$ cat src/rtl/fifo_rd_framer.sv
// Read-side framer: pulls bytes from the async FIFO read port and emits fixed-length
// valid/ready frames followed by an inter-frame gap. Define RD_STATS_EN for frame_cnt.
module fifo_rd_framer #(
    parameter int unsigned WIDTH = 8,
    parameter int unsigned LEN_W = 16,
    parameter int unsigned IFG   = 12
) (
    input  logic             rclk,
    input  logic             srst,
    input  logic             start,
    input  logic [LEN_W-1:0] frame_len,
    output logic             busy,
    output logic             done,
    input  logic             fifo_empty,
    output logic             fifo_r_en,
    input  logic [WIDTH-1:0] fifo_data,
    output logic [WIDTH-1:0] m_data,
    output logic             m_valid,
    output logic             m_last,
    input  logic             m_ready
`ifdef RD_STATS_EN
    ,
    output logic [15:0]      frame_cnt
`endif
);

    // Gap is measured from the last handshake cycle, so GAP itself lasts IFG-1 cycles.
    localparam int unsigned GAP_W    = (IFG > 2) ? $clog2(IFG) : 1;
    localparam int unsigned GAP_INIT = (IFG > 1) ? IFG - 2 : 0;
    localparam bit          SKIP_GAP = (IFG <= 1);

    typedef enum logic [1:0] {
        IDLE   = 2'd0,
        STREAM = 2'd1,
        GAP    = 2'd2
    } state_t;

    state_t             state;
    state_t             state_n;
    logic               done_n;
    logic [LEN_W-1:0]   req_left;
    logic [LEN_W-1:0]   out_left;
    logic [GAP_W-1:0]   gap_cnt;
    logic               inflight;
    logic               inflight_last;
    logic [1:0]         occ;
    logic [1:0]         occ_n;
    logic [WIDTH-1:0]   tail_data;
    logic               tail_last;
    logic [WIDTH-1:0]   head_data_n;
    logic               head_last_n;
    logic [WIDTH-1:0]   tail_data_n;
    logic               tail_last_n;
    logic               pop;

    assign pop = m_valid & m_ready;

    // A read may issue only if its byte is guaranteed a buffer slot on arrival.
    assign fifo_r_en = (state == STREAM) && !fifo_empty && (req_left != '0) &&
                       ((3'(occ) + 3'(inflight) - 3'(pop)) < 3'd2);

    always_comb begin
        state_n = state;
        done_n  = 1'b0;
        unique case (state)
            IDLE: begin
                if (start && (frame_len != '0)) begin
                    state_n = STREAM;
                end
            end
            STREAM: begin
                if (pop && (out_left == LEN_W'(1))) begin
                    if (SKIP_GAP) begin
                        state_n = IDLE;
                        done_n  = 1'b1;
                    end else begin
                        state_n = GAP;
                    end
                end
            end
            GAP: begin
                if (gap_cnt == '0) begin
                    state_n = IDLE;
                    done_n  = 1'b1;
                end
            end
            default: state_n = IDLE;
        endcase
    end

    // Two-entry output buffer: head drives the stream, tail catches the next byte.
    always_comb begin
        occ_n       = occ;
        head_data_n = m_data;
        head_last_n = m_last;
        tail_data_n = tail_data;
        tail_last_n = tail_last;
        if (pop) begin
            head_data_n = tail_data;
            head_last_n = tail_last;
            occ_n       = occ - 2'd1;
        end
        if (inflight) begin
            if (occ_n == 2'd0) begin
                head_data_n = fifo_data;
                head_last_n = inflight_last;
            end else begin
                tail_data_n = fifo_data;
                tail_last_n = inflight_last;
            end
            occ_n = occ_n + 2'd1;
        end
        if (occ_n == 2'd0) begin
            head_last_n = 1'b0;
        end
    end

    always_ff @(posedge rclk) begin
        if (srst) begin
            state         <= IDLE;
            busy          <= 1'b0;
            done          <= 1'b0;
            req_left      <= '0;
            out_left      <= '0;
            gap_cnt       <= '0;
            inflight      <= 1'b0;
            inflight_last <= 1'b0;
            occ           <= 2'd0;
            m_valid       <= 1'b0;
            m_data        <= '0;
            m_last        <= 1'b0;
            tail_data     <= '0;
            tail_last     <= 1'b0;
        end else begin
            state <= state_n;
            busy  <= (state_n != IDLE);
            done  <= done_n;

            if (state == IDLE) begin
                if (state_n == STREAM) begin
                    req_left <= frame_len;
                    out_left <= frame_len;
                end
            end else begin
                if (fifo_r_en) begin
                    req_left <= req_left - LEN_W'(1);
                end
                if (pop && (out_left != '0)) begin
                    out_left <= out_left - LEN_W'(1);
                end
            end

            if (state == GAP) begin
                if (gap_cnt != '0) begin
                    gap_cnt <= gap_cnt - GAP_W'(1);
                end
            end else begin
                gap_cnt <= GAP_W'(GAP_INIT);
            end

            inflight      <= fifo_r_en;
            inflight_last <= fifo_r_en && (req_left == LEN_W'(1));
            occ           <= occ_n;
            m_valid       <= (occ_n != 2'd0);
            m_data        <= head_data_n;
            m_last        <= head_last_n;
            tail_data     <= tail_data_n;
            tail_last     <= tail_last_n;
        end
    end

`ifdef RD_STATS_EN
    // Saturating count of completed frames.
    always_ff @(posedge rclk) begin
        if (srst) begin
            frame_cnt <= 16'd0;
        end else if (done_n && (frame_cnt != 16'hFFFF)) begin
            frame_cnt <= frame_cnt + 16'd1;
        end
    end
`endif

endmodule

$ cat config.mk
export PLATFORM = sky130hd
export DESIGN_NAME = fifo_rd_framer
export DESIGN_NICKNAME = d
export VERILOG_FILES = /design/src/rtl/fifo_rd_framer.sv
export SDC_FILE = /design/constraint.sdc
export NUM_CORES = 1
export LEC_CHECK = 0
export CORE_MARGIN = 1
export CORE_UTILIZATION = 55
export CTS_CLUSTER_DIAMETER = 150
export DETAILED_ROUTE_END_ITERATION = 16
export HOLD_SLACK_MARGIN = 0.1
export PLACE_DENSITY = 0.89
export SYNTH_ARGS = -nofsm -noshare
export SYNTH_HDL_FRONTEND = slang
export SYNTH_SLANG_ARGS = --single-unit
$ cat constraint.sdc
create_clock -name rclk -period 3.75 [get_ports rclk]
set_input_delay 0.375 -clock rclk [delete_from_list [all_inputs] [get_ports rclk]]
set_output_delay 0.375 -clock rclk [all_outputs]
set_load 0.005 [all_outputs]
* After elaboration in Yosys (flattened, before gate mapping) *
Index checks and enable logic that the tools add are counted.
W data, S select, Z words.

storage, ports and cells
  logic and storage cells = 78
  register bits = 63
  output and inout port bits = 13
  bits of input ports = 29

cells by class
  muxes and demuxes = 20
  magnitude comparators = 1
  bitwise operators = 3
  equality and inequality tests = 7
  reductions and logical operators = 25
  $add $sub $neg = 7

operators by type and width
  kind                     number
  $mux W16                 5
  $reduce_bool A16 Y1      3
  $eq A16 B1 Y1 const B    2
  $sub A16 B1 Y16 const B  2
  $mux W8                  3
  $mux W2                  5
  $mux W4                  2
  $reduce_bool A2 Y1       4
  $logic_and A1 B1 Y1      7
  $logic_not A2 Y1         3
  $pmux W2 S3              1
  $reduce_and A2 Y1        3
  $eq A2 B1 Y1 const B     2
  $logic_not A4 Y1         1
  $mux W1                  4
  $ne A2 B1 Y1 const B     2
  $reduce_bool A4 Y1       1
  $reduce_or A2 Y1         2
  $sub A4 B1 Y4 const B    1
  $add A2 B1 Y3            1
  $lt A3 B2 Y1 const B     1
  $sub A3 B1 Y3            1
  $add A2 B1 Y2 const B    1
  $eq A2 B2 Y1 const B     1
  other kinds (4)          5

* Logic depth before layout (Yosys ltp) *
  word-level depth = 7
  depth in mapped cells = 13

* Worst setup path after synthesis *
OpenSTA, ideal clock, no wires.

  path kind = input to register
  start point = in m_ready
  end point = reg req_left[15]
  setup slack = 0.551 ns
  required time = 3.679 ns
  stages on the path = 12
  arrival = 3.128 ns
  cells stage by stage = nand2_1 inv_1 clkbuf_1 ha_1 inv_1 ha_1 fa_1 or4_1 o22ai_1 buf_2 o21ai_0 a21oi_1

on the way
  word-level cells in the longest chain between the ends = 7

ends and longest elaborated chain
  element                                                line  text
  from (decl)                                            20    input logic m_ready
  $and A1 B1 Y1 (*)                                      56    assign pop = m_valid & m_ready;
  branches (longest 5 deep; another with $sub A3 B1 Y3)  -
  $reduce_and A2 Y1 (no source line) (*)                 -
  to (signal assigned)                                   141   req_left <= frame_len;
  to (signal assigned)                                   146   req_left <= req_left - LEN_W'(1);
  to (decl)                                              41    logic [LEN_W-1:0] req_left;

Every way passes the cells marked *.
A chain may end at the register's enable or synchronous reset.

* Final worst setup path *
  start point = in m_ready
  end point = out fifo_r_en

on the way
  word-level cells in the longest chain between the ends = 4

ends and longest elaborated chain
  element              line  text
  $and A1 B1 Y1        56
  $sub A3 B1 Y3        60    ((3'(occ) + 3'(inflight) - 3'(pop)) < 3'd2);
  $lt A3 B2 Y1         60
  $logic_and A1 B1 Y1  59    assign fifo_r_en = (state == STREAM) && !fifo_empty && (req_left != '0) &&
  to (decl)            15    output logic fifo_r_en,

No other way between the ends.

==> impl_metrics.tcl <==
set metrics [dict create \
    outcome "finished clean" \
    core_area_um2 5990 \
    critical_path.endpoint_type "primary output" \
    port_buffers 41 \
    cts-root-buf "clkbuf_8" \
    power.share.switching_pct 34.7 \
    synthFlopType "dfxtp_1" \
    timing.fmax_mhz 286 \
    fin_crit_sh_pct 93.3 \
    critPathSlowestCell "or4_1" \
    whs_ns 0.456 \
    die_height_um 81.2 \
    area_delta_synth_final_pct 18.7 \
    slew_viol_final 0 \
    vias_per_cell 6.21 \
    finalSetupTns_ns 0 \
    arrival_ns 3.13 \
    path_clk_slew_ns 0.06 \
    antenna_left 0 \
    min_path_type "reg -> reg" \
    vdd_drop_max_v 0.000244 \
    cp_max_fo 4 \
    postCtsHoldBufs 0 \
    rsz0062_at_grt "false" \
    fin_nets 522 \
    clock-sinks 63 \
    finalHoldViolations 0 \
    finalCriticalPeriod_ns 3.50 \
    drt_wl_total_um 8760 \
    syn_inst 449 \
    dpl.cell_count 547 \
    io_pins 42 \
    grt_overflow 0 \
    numCtsBuffers 9 \
    synthDistinctLibCells 54 \
    grt_usage_pct 28.7 \
    postLayoutCellArea_um2 4100 \
    drt-initial-drc-count 290 \
    yosysWarnings 0 \
    maxCapViolCount 0 \
    powerDensity_nw_per_um2 508 \
    die_x_um 81.2 \
    criticalPathCategory "in -> out" \
    antenna_found_initial 0 \
    finalSetupViolations 0 \
    drc_errors 0 \
    startpoint_type "primary input" \
    synth_top_area_share_pct 36.6 \
    cts-htree-levels 3 \
    cts_setup_buffers 0 \
    insertion_delay_ns 0.35 \
    skew_ns 0.00924 \
    layoutNonFillerInstCount 563 \
    drtPass1Iterations 5 \
    async_reset_ff_share_pct 0 \
    grt_start_max_net_pins 46 \
    path_cells "clkdlybuf4s50_1 > nand2_1 > inv_1 > ha_1 > inv_1 > ha_1 > fa_1 > or4_1 > nor2_1 > clkdlybuf4s50_1" \
    slew_headroom_pct 29.4 \
    gp_congestion 0.969 \
    ys_ff_latch 63 \
    ys_top_cells_by_count "nand2_1, dfxtp_1, a21oi_1, nor2_1, o21ai_0" \
    intPower_uw 1360 \
    cts_tree "yes" \
    hpwl_um 6240 \
    synth_nets 488 \
    dieArea_um2 6590 \
    switchingPower_uw 722 \
    netlist_top_cells_area "dfxtp_1, nand2_1, a21oi_1, o21ai_0, nor2_1" \
    power_frac_clock_pct 28.3 \
    avgSynthCellArea_um2 7.68 \
    placed_cell_area_um2 3900 \
    nFillCells 492 \
    ys_seq_area_share_pct 36.6 \
    synth_edf_count 0 \
    total_power_uw 2080 \
    diodes 0 \
    cts_resized 0 \
    combPwrFrac_pct 32.6 \
    grt_pass1_vias 3199 \
    wl_per_cell_um 15.6 \
    synth_most_common_cell "nand2_1" \
    p_leak_uw 0.00147 \
    clock_path_buffers 2 \
    cp.required_ns 3.38 \
    num_rows 28 \
    worstMarginPinSlew_ns 1.05 \
    grt_pass1_wl_um 14500 \
    initial_core_util_pct 57.6 \
    slowest_delay_ns 0.60 \
    p_seq_share_pct 39.1 \
    synth_top_area_cell "dfxtp_1" \
    drive_gt1_share_pct 9.63 \
    synth_area_um2 3450 \
    vias 3499 \
]
final timing paths:
| check | from | endpoint | slack, ns | cells past startpoint |
|---|---|---|---|---|
| worst max-delay path | m_ready | fifo_r_en | 0.25 | 10 |
| worst min-delay path | tail_data[3] | tail_data[3] | 0.46 | 2 |
| worst max register to register | m_valid | req_left[0] | 0.89 | 11 |
| worst min register to register | tail_data[3] | tail_data[3] | 0.46 | 2 |
power by group through the flow:
| stage | clock (µW) | sequential, µW | combinational, µW |
|---|---|---|---|
| 5_1_grt | 629 | 824 | 753 |
| 6_report | 589 | 814 | 678 |
| 3_3_place_gp | 0 | 821 | 643 |
| 3_5_place_dp | 0 | 826 | 663 |
| 4_1_cts | 597 | 811 | 667 |
| 2_1_floorplan | 0 | 810 | 477 |
metrics by stage:
step           utilization [%]  worst slack, ns
6_report                  68.4            0.249
5_1_grt                   68.4           0.0910
4_1_cts                   68.4            0.233
3_5_place_dp              65.0            0.236
3_3_place_gp              65.0            0.268
2_1_floorplan                -            0.551
cells by family after synthesis:
| group | share of synthesized area [%] |
|---|---|
| flops | 36.6 |
| mux | 0.617 |
| buf+inv | 4.53 |
| xor+xnor | 1.02 |
| compound gates | 25.0 |
| simple gates | 28.5 |
| fa+ha+maj | 3.84 |
registers in the layout, indices dropped and copies added, names as in the netlist:
signal,count
tail_last,1
busy,1
m_valid,1
inflight,1
gap_cnt,4
state,2
req_left,16
occ,2
out_left,16
m_last,1
tail_data,8
inflight_last,1
done,1
m_data,8
final cells by class:
class / instances / area (µm²) / area share (%)
flip-flops and latches: 63 / 1260 / 30.8
multi-input cells: 349 / 2030 / 49.7
inverters: 11 / 41.3 / 1.01
clock inverters: 5 / 57.6 / 1.41
clock buffers: 11 / 141 / 3.45
repair buffers: 49 / 465 / 11.4
well taps: 75 / 93.8 / 2.29
cell usage in the layout (no fill, tap or decap), types with 5 or more instances in the layout:
cell type        instances
and2_1                   6
clkbuf_8                10
o21ai_2                  6
o21ai_0                 30
nand4_1                  6
clkdlybuf4s50_1         40
or4_1                    5
nand2_1                 81
nor2b_1                  5
inv_1                   11
a21oi_1                 52
ha_1                     9
nor4_1                  12
buf_4                    8
nor2_1                  35
a31oi_1                 10
nor3_1                  17
nand2b_1                 7
a311oi_1                10
dfxtp_1                 63
per-layer routing:
metal / GRT usage (%) / routed length (µm)
met1: 35.2 / 3660
met2: 47.3 / 4140
met3: 6.63 / 702
met4: 13.8 / 253
met5: 0 / 0
worst max-delay path: cells and delay by family:
kind,cells,cell delay [ns]
adders and majority gates,3,0.89
buffers and inverters,4,1.03
and+or+nand+nor,3,0.82
No activity file was read; power rests on OpenSTA's default activity.
